$ cat src/rtl/writeback_cycle.sv
// MEM/WB pipeline register and write-back stage of the RV32I core.
// Holds the memory-stage outputs for one cycle, then extracts the load
// data, picks the register-file write value and qualifies the write enable.
module writeback_cycle #(
  parameter int XLEN  = 32,
  parameter int CNT_W = 64
) (
  input  logic             clk,
  input  logic             reset,
  input  logic [XLEN-1:0]  ReadDataM,
  input  logic [XLEN-1:0]  ALUResultM,
  input  logic [XLEN-1:0]  PCPlus4M,
  input  logic [4:0]       RdM,
  input  logic             RegWriteM,
  input  logic [1:0]       ResultSrcM,
  input  logic [2:0]       Funct3M,
  input  logic             ValidM,
  input  logic             StallW,
  input  logic             FlushW,
  output logic [XLEN-1:0]  ResultW,
  output logic [4:0]       RdW,
  output logic             RegWriteW,
  output logic             ValidW,
  output logic             MisalignW,
  output logic [CNT_W-1:0] InstRetW
);

  localparam logic [1:0] SRC_LOAD = 2'b01;
  localparam logic [1:0] SRC_PC4  = 2'b10;

  // Selects the byte/half/word addressed by off and extends it by funct3.
  // Halfword selection only looks at off[1]; odd offsets are flagged as
  // misaligned elsewhere but still produce a deterministic value here.
  function automatic logic [XLEN-1:0] extract_load(input logic [XLEN-1:0] word,
                                                   input logic [2:0]      f3,
                                                   input logic [1:0]      off);
    logic signed [7:0]  sb;
    logic signed [15:0] sh;
    sb = word[{off, 3'b000} +: 8];
    sh = off[1] ? word[31:16] : word[15:0];
    case (f3)
      3'b000:  return {{(XLEN-8){sb[7]}}, sb};
      3'b100:  return {{(XLEN-8){1'b0}}, sb};
      3'b001:  return {{(XLEN-16){sh[15]}}, sh};
      3'b101:  return {{(XLEN-16){1'b0}}, sh};
      default: return word;
    endcase
  endfunction

  // Halfwords need an even offset; words (and undefined encodings, which
  // behave as LW) need offset 0; bytes are always aligned.
  function automatic logic misaligned(input logic [2:0] f3, input logic [1:0] off);
    case (f3)
      3'b000, 3'b100: return 1'b0;
      3'b001, 3'b101: return off[0];
      default:        return off != 2'b00;
    endcase
  endfunction

  logic [XLEN-1:0]  read_data_p1;
  logic [XLEN-1:0]  alu_result_p1;
  logic [XLEN-1:0]  pc_plus4_p1;
  logic [4:0]       rd_p1;
  logic             reg_write_p1;
  logic [1:0]       result_src_p1;
  logic [2:0]       funct3_p1;
  logic             vld_p1;
  logic [CNT_W-1:0] inst_ret_p1;
  logic             mis_p1;

  // ---- M -> W boundary ----
  // W register: flush clears to a bubble, stall holds, otherwise capture M.
  always_ff @(posedge clk or negedge reset) begin
    if (!reset) begin
      read_data_p1  <= '0;
      alu_result_p1 <= '0;
      pc_plus4_p1   <= '0;
      rd_p1         <= '0;
      reg_write_p1  <= 1'b0;
      result_src_p1 <= 2'b00;
      funct3_p1     <= 3'b000;
      vld_p1        <= 1'b0;
    end else if (FlushW) begin
      read_data_p1  <= '0;
      alu_result_p1 <= '0;
      pc_plus4_p1   <= '0;
      rd_p1         <= '0;
      reg_write_p1  <= 1'b0;
      result_src_p1 <= 2'b00;
      funct3_p1     <= 3'b000;
      vld_p1        <= 1'b0;
    end else if (!StallW) begin
      read_data_p1  <= ReadDataM;
      alu_result_p1 <= ALUResultM;
      pc_plus4_p1   <= PCPlus4M;
      rd_p1         <= RdM;
      reg_write_p1  <= RegWriteM;
      result_src_p1 <= ResultSrcM;
      funct3_p1     <= Funct3M;
      vld_p1        <= ValidM;
    end
  end

  // Retired-instruction counter: counts every valid capture, wraps silently.
  always_ff @(posedge clk or negedge reset) begin
    if (!reset)
      inst_ret_p1 <= '0;
    else if (ValidM && !StallW && !FlushW)
      inst_ret_p1 <= inst_ret_p1 + CNT_W'(1);
  end

  // ---- W stage (combinational from W registers only) ----
  // Result mux, misalignment detect and write-enable qualification.
  always_comb begin
    mis_p1 = vld_p1 && (result_src_p1 == SRC_LOAD) &&
             misaligned(funct3_p1, alu_result_p1[1:0]);
    case (result_src_p1)
      SRC_LOAD: ResultW = extract_load(read_data_p1, funct3_p1, alu_result_p1[1:0]);
      SRC_PC4:  ResultW = pc_plus4_p1;
      default:  ResultW = alu_result_p1;
    endcase
  end

  assign RdW       = rd_p1;
  assign ValidW    = vld_p1;
  assign MisalignW = mis_p1;
  assign RegWriteW = reg_write_p1 && vld_p1 && (rd_p1 != 5'd0) && !mis_p1;
  assign InstRetW  = inst_ret_p1;

endmodule

$ cat config.mk
export PLATFORM = sky130hd
export DESIGN_NAME = writeback_cycle
export DESIGN_NICKNAME = d
export VERILOG_FILES = /design/src/rtl/writeback_cycle.sv
export SDC_FILE = /design/constraint.sdc
export NUM_CORES = 1
export LEC_CHECK = 0
export BUFFER_PORTS_ARGS = -buffer_cell sky130_fd_sc_hd__buf_2
export CORE_MARGIN = 10
export CORE_UTILIZATION = 40
export CTS_BUF_LIST = sky130_fd_sc_hd__clkbuf_2
export DETAILED_ROUTE_END_ITERATION = 10
export MAX_ROUTING_LAYER = met4
export SYNTH_ARGS = -nofsm -noshare
export SYNTH_HDL_FRONTEND = slang
export SYNTH_SLANG_ARGS = --single-unit
$ cat constraint.sdc
create_clock -name clk -period 3.7 [get_ports clk]
set_input_delay 0.185 -clock clk [delete_from_list [all_inputs] [get_ports clk]]
set_output_delay 0.185 -clock clk [all_outputs]
set_load 0.02 [all_outputs]
==> impl_metrics.py <==
metrics = {
    "power_and_ir_drop": {
        "sequentialPowerShare_pct": 52.8,
        "internal-power_mw": 2.65,
        "peakVddDrop_uv": 165,
        "p_sw_share_pct": 32.9,
        "powerDensity_mw_per_mm2": 327,
        "clockPowerShare_pct": 27.2,
        "pwr-share-comb_pct": 19.9,
        "switching_power_mw": 1.30,
        "p_leak_nw": 6.11,
    },
    "clock_tree": {
        "clock_latency_ps": 790,
        "clock_sinks": 172,
        "h-tree-depth": 4,
        "cts.clk_slew.worst_paths_ps": 290,
        "cts_tree": "yes",
        "cts_buffers": 17,
        "ctsLongestPathBuffers": 2,
        "post_cts_buffers": 0,
        "root_buffer": "clkbuf_2",
    },
    "floorplan": {
        "row_count": 53,
        "start_util_pct": 40.8,
        "die_h_um": 167,
        "die-width_um": 167,
        "die_area_sq_mm": 0.0278,
        "ios": 216,
        "coreArea_sq_mm": 0.0212,
    },
    "cells_and_area": {
        "fill_cells": 1868,
        "drive_above_1_share_pct": 22.7,
        "finalNetCount": 1338,
        "finalInstanceArea_sq_mm": 0.0121,
        "syn2layout_area_growth_pct": 39.9,
        "post-route-util_pct": 57.1,
    },
    "drt": {
        "wl_mm": 27.8,
        "via_per_inst": 5.16,
        "avgRoutedWirePerCell_um": 18.4,
        "drtPass1Iterations": 6,
        "antenna_left": 0,
        "drc": 0,
        "vias": 7814,
        "dr.first_iter.drc_count": 586,
    },
    "timing": {
        "final.min_clock_period_ps": 3360,
        "setup_violations": 0,
        "fin_worst_skew_ps": 48.2,
        "relSlewSlack_pct": 28.8,
        "rsz0062_at_grt": "no",
        "clock.fmax_ghz": 0.297,
        "setup_tns_ps": 0,
        "fin_ws_ps": 338,
        "min_period_over_period_pct": 90.9,
        "slew_violations": 0,
        "worst_pin_slew_ps": 1070,
        "whs_ps": 42.5,
        "hold_viol_final": 0,
    },
    "synthesis": {
        "syn-mean-instance-area_sq_um": 10.2,
        "muxShareOfSynthArea_pct": 13.7,
        "synth_top_cell_area_share_pct": 49.9,
        "ys_seq_area_share_pct": 49.9,
        "synth_simple_gate_area_share_pct": 19.8,
        "synth_xor_area_share_pct": 6.40,
        "syn-instance-count": 842,
        "synth_nets": 957,
        "yosys.cell_types.count": 51,
        "ys_top_cells_by_area": "dfrtp_1 50%, mux2i_1 13%, nor2_1 7.0%",
        "synth_edf_count": 0,
        "yosysTopAreaCell": "dfrtp_1",
        "synth_compound_area_share_pct": 6.95,
        "ys_warn_count": 0,
        "syn_area_sq_mm": 0.00863,
        "synth_seq_cells": 172,
        "async_reset_ff_share_pct": 100,
        "synth_top_family_by_area": "simple AND/OR/NAND/NOR gates",
        "synth_fa_ha_area_share_pct": 0.435,
        "synthFlopType": "dfrtp_1",
    },
    "grt": {
        "grt_usage_pct": 19.9,
        "grt_max_degree": 105,
        "overflow": 0,
        "grt_pass1_vias": 8067,
        "grt_pass1_wl_mm": 44.2,
        "antenna_found_initial": 3,
    },
    "place": {
        "pre_cts_slack_ps": 957,
        "port_buffers": 215,
        "placed_cell_area_sq_mm": 0.00994,
        "place_hpwl_mm": 18.8,
        "gp_congestion": 0.908,
    },
    "setup_path": {
        "path_class": "flip-flop to output pin",
        "cp-start-kind": "flip-flop",
        "critPathMaxFanout": 11,
        "critical_path.cell_chain": "mux4_2, nor2b_1, or4_1, o21ai_0, a21oi_1, buf_2",
        "cp_slowest_cell": "dfrtp_1",
        "slowest_delay_ps": 670,
        "crit_path_end_kind": "output pin",
        "cp.required_ps": 3510,
        "arrival_ps": 3180,
    },
    "job": {
        "cap_violations": 0,
    },
    "min_path": {
        "hold_path_class": "input port to flip-flop",
    },
    "outcome": {
        "status": "completed",
    },
}
state kept, by name (all words and copies together) (netlist names):
register,cells
result_src_p1,2
reg_write_p1,1
alu_result_p1,32
read_data_p1,32
RdW,5
funct3_p1,3
InstRetW,64
pc_plus4_p1,32
ValidW,1
worst max-delay path: cells and delay by family, from the launching register on:
kind                   cells  cell delay, ps
AO/OA/AOI/OAI              2             290
buffers and inverters      1             170
flip-flops                 1             670
multiplexers               1             580
AND/OR/NAND/NOR            2             730
placed cells by master, fill, tap and decap left out, types with 5 or more instances in the layout:
master and instances:
o21ai_0 25, o22ai_1 8, inv_1 17, dlygate4sd3_1 186, buf_4 6, clkbuf_2 17, nand2_1 76, mux2i_1 114
nand4_1 21, dfrtp_1 172, xor2_1 29, nand3_1 20, nor3_1 12, nor2_1 159, inv_8 7, buf_2 212
nor2b_1 7, a221oi_1 23, nor4_4 5, xnor2_1 34, a21oi_1 20
layout make-up:
class	count	area (sq um)	share of cell area, %
clock buffer	17	85.1	0.705
multi-input combinational	608	4090	33.8
sequential	172	4300	35.6
clock inverter	15	173	1.43
tap	275	344	2.85
antenna	3	7.51	0.0622
inverter	17	63.8	0.528
timing repair buffer	407	3010	24.9
layer usage:
layer	track usage (%)	part of all wire (%)	up-vias
met3	4.12	5.1	58
met1	25.4	45	3811
li1	-	-	3698
met2	30.8	47	247
met4	7.10	2.6	0
met5	-	0	-
Yosys cell counts (2+ instances only):
| library cell | instances |
|---|---|
| o221a_2 | 2 |
| or4_1 | 3 |
| buf_1 | 9 |
| and4_1 | 3 |
| a221o_1 | 2 |
| nor4_1 | 3 |
| nand2_1 | 76 |
| xor2_1 | 29 |
| a21oi_1 | 20 |
| clkbuf_1 | 30 |
| nand4_1 | 21 |
| ha_1 | 3 |
| a221oi_1 | 23 |
| dfrtp_1 | 172 |
| a222oi_1 | 2 |
| nand3_1 | 20 |
| nand2b_1 | 4 |
| nand4_4 | 4 |
| mux2i_1 | 114 |
| or3_1 | 2 |
| nor4_4 | 5 |
| o21ai_0 | 25 |
| inv_1 | 17 |
| nor2b_1 | 7 |
| nor2_1 | 160 |
| nor3_1 | 12 |
| mux2_2 | 2 |
| o211ai_1 | 2 |
| nand3_4 | 2 |
| nand4_2 | 2 |
| nor4_2 | 2 |
| buf_2 | 5 |
| xnor2_1 | 34 |
| o22ai_1 | 8 |
metrics by stage:
| step | total power [mW] | instances |
|---|---|---|
| after floorplan | 2.45 | 842 |
| after global placement | 2.71 | 1293 |
| after detailed placement | 2.72 | 1293 |
| after CTS | 3.97 | 1511 |
| after global routing | 4.14 | 1514 |
| final | 3.94 | 1514 |
timing repair:
action / 4_1_cts / 5_1_grt
endpoints found under the setup margin: 0 / 16
gates resized for setup: 0 / 1
hold buffers: 186 / 0
endpoints found under the hold margin: 233 / 0
final timing paths:
kind,from,to,slack (ps),cells after the start
hold reg to reg,InstRetW[63],InstRetW[63],490,1
hold / removal,FlushW,InstRetW[5],40,3
setup reg to reg,InstRetW[0],InstRetW[60],1400,6
setup / recovery,alu_result_p1[1],ResultW[8],340,6
min in group asynchronous,reset,pc_plus4_p1[16],50,2
max in group asynchronous,reset,InstRetW[38],2700,3
power by group through the flow:
stage | Combinational [mW] | Clock (mW) | Sequential, mW
floorplan | 0.339 | 0 | 2.11
global placement | 0.603 | 0 | 2.11
detailed placement | 0.608 | 0 | 2.11
CTS | 0.785 | 1.10 | 2.08
global route | 0.856 | 1.19 | 2.10
finish | 0.786 | 1.07 | 2.08
cell families (layout without fill, tap and decap cells):
group | after synthesis | after routing
AND/OR/NAND/NOR | 336 | 336
other | 0 | 3
multiplexers | 117 | 117
buffers and inverters | 62 | 456
XOR/XNOR | 63 | 63
AO/OA/AOI/OAI | 89 | 89
adder cells (fa/ha/maj) | 3 | 3
flip-flops | 172 | 172
Power figures use the tool's default switching activity.
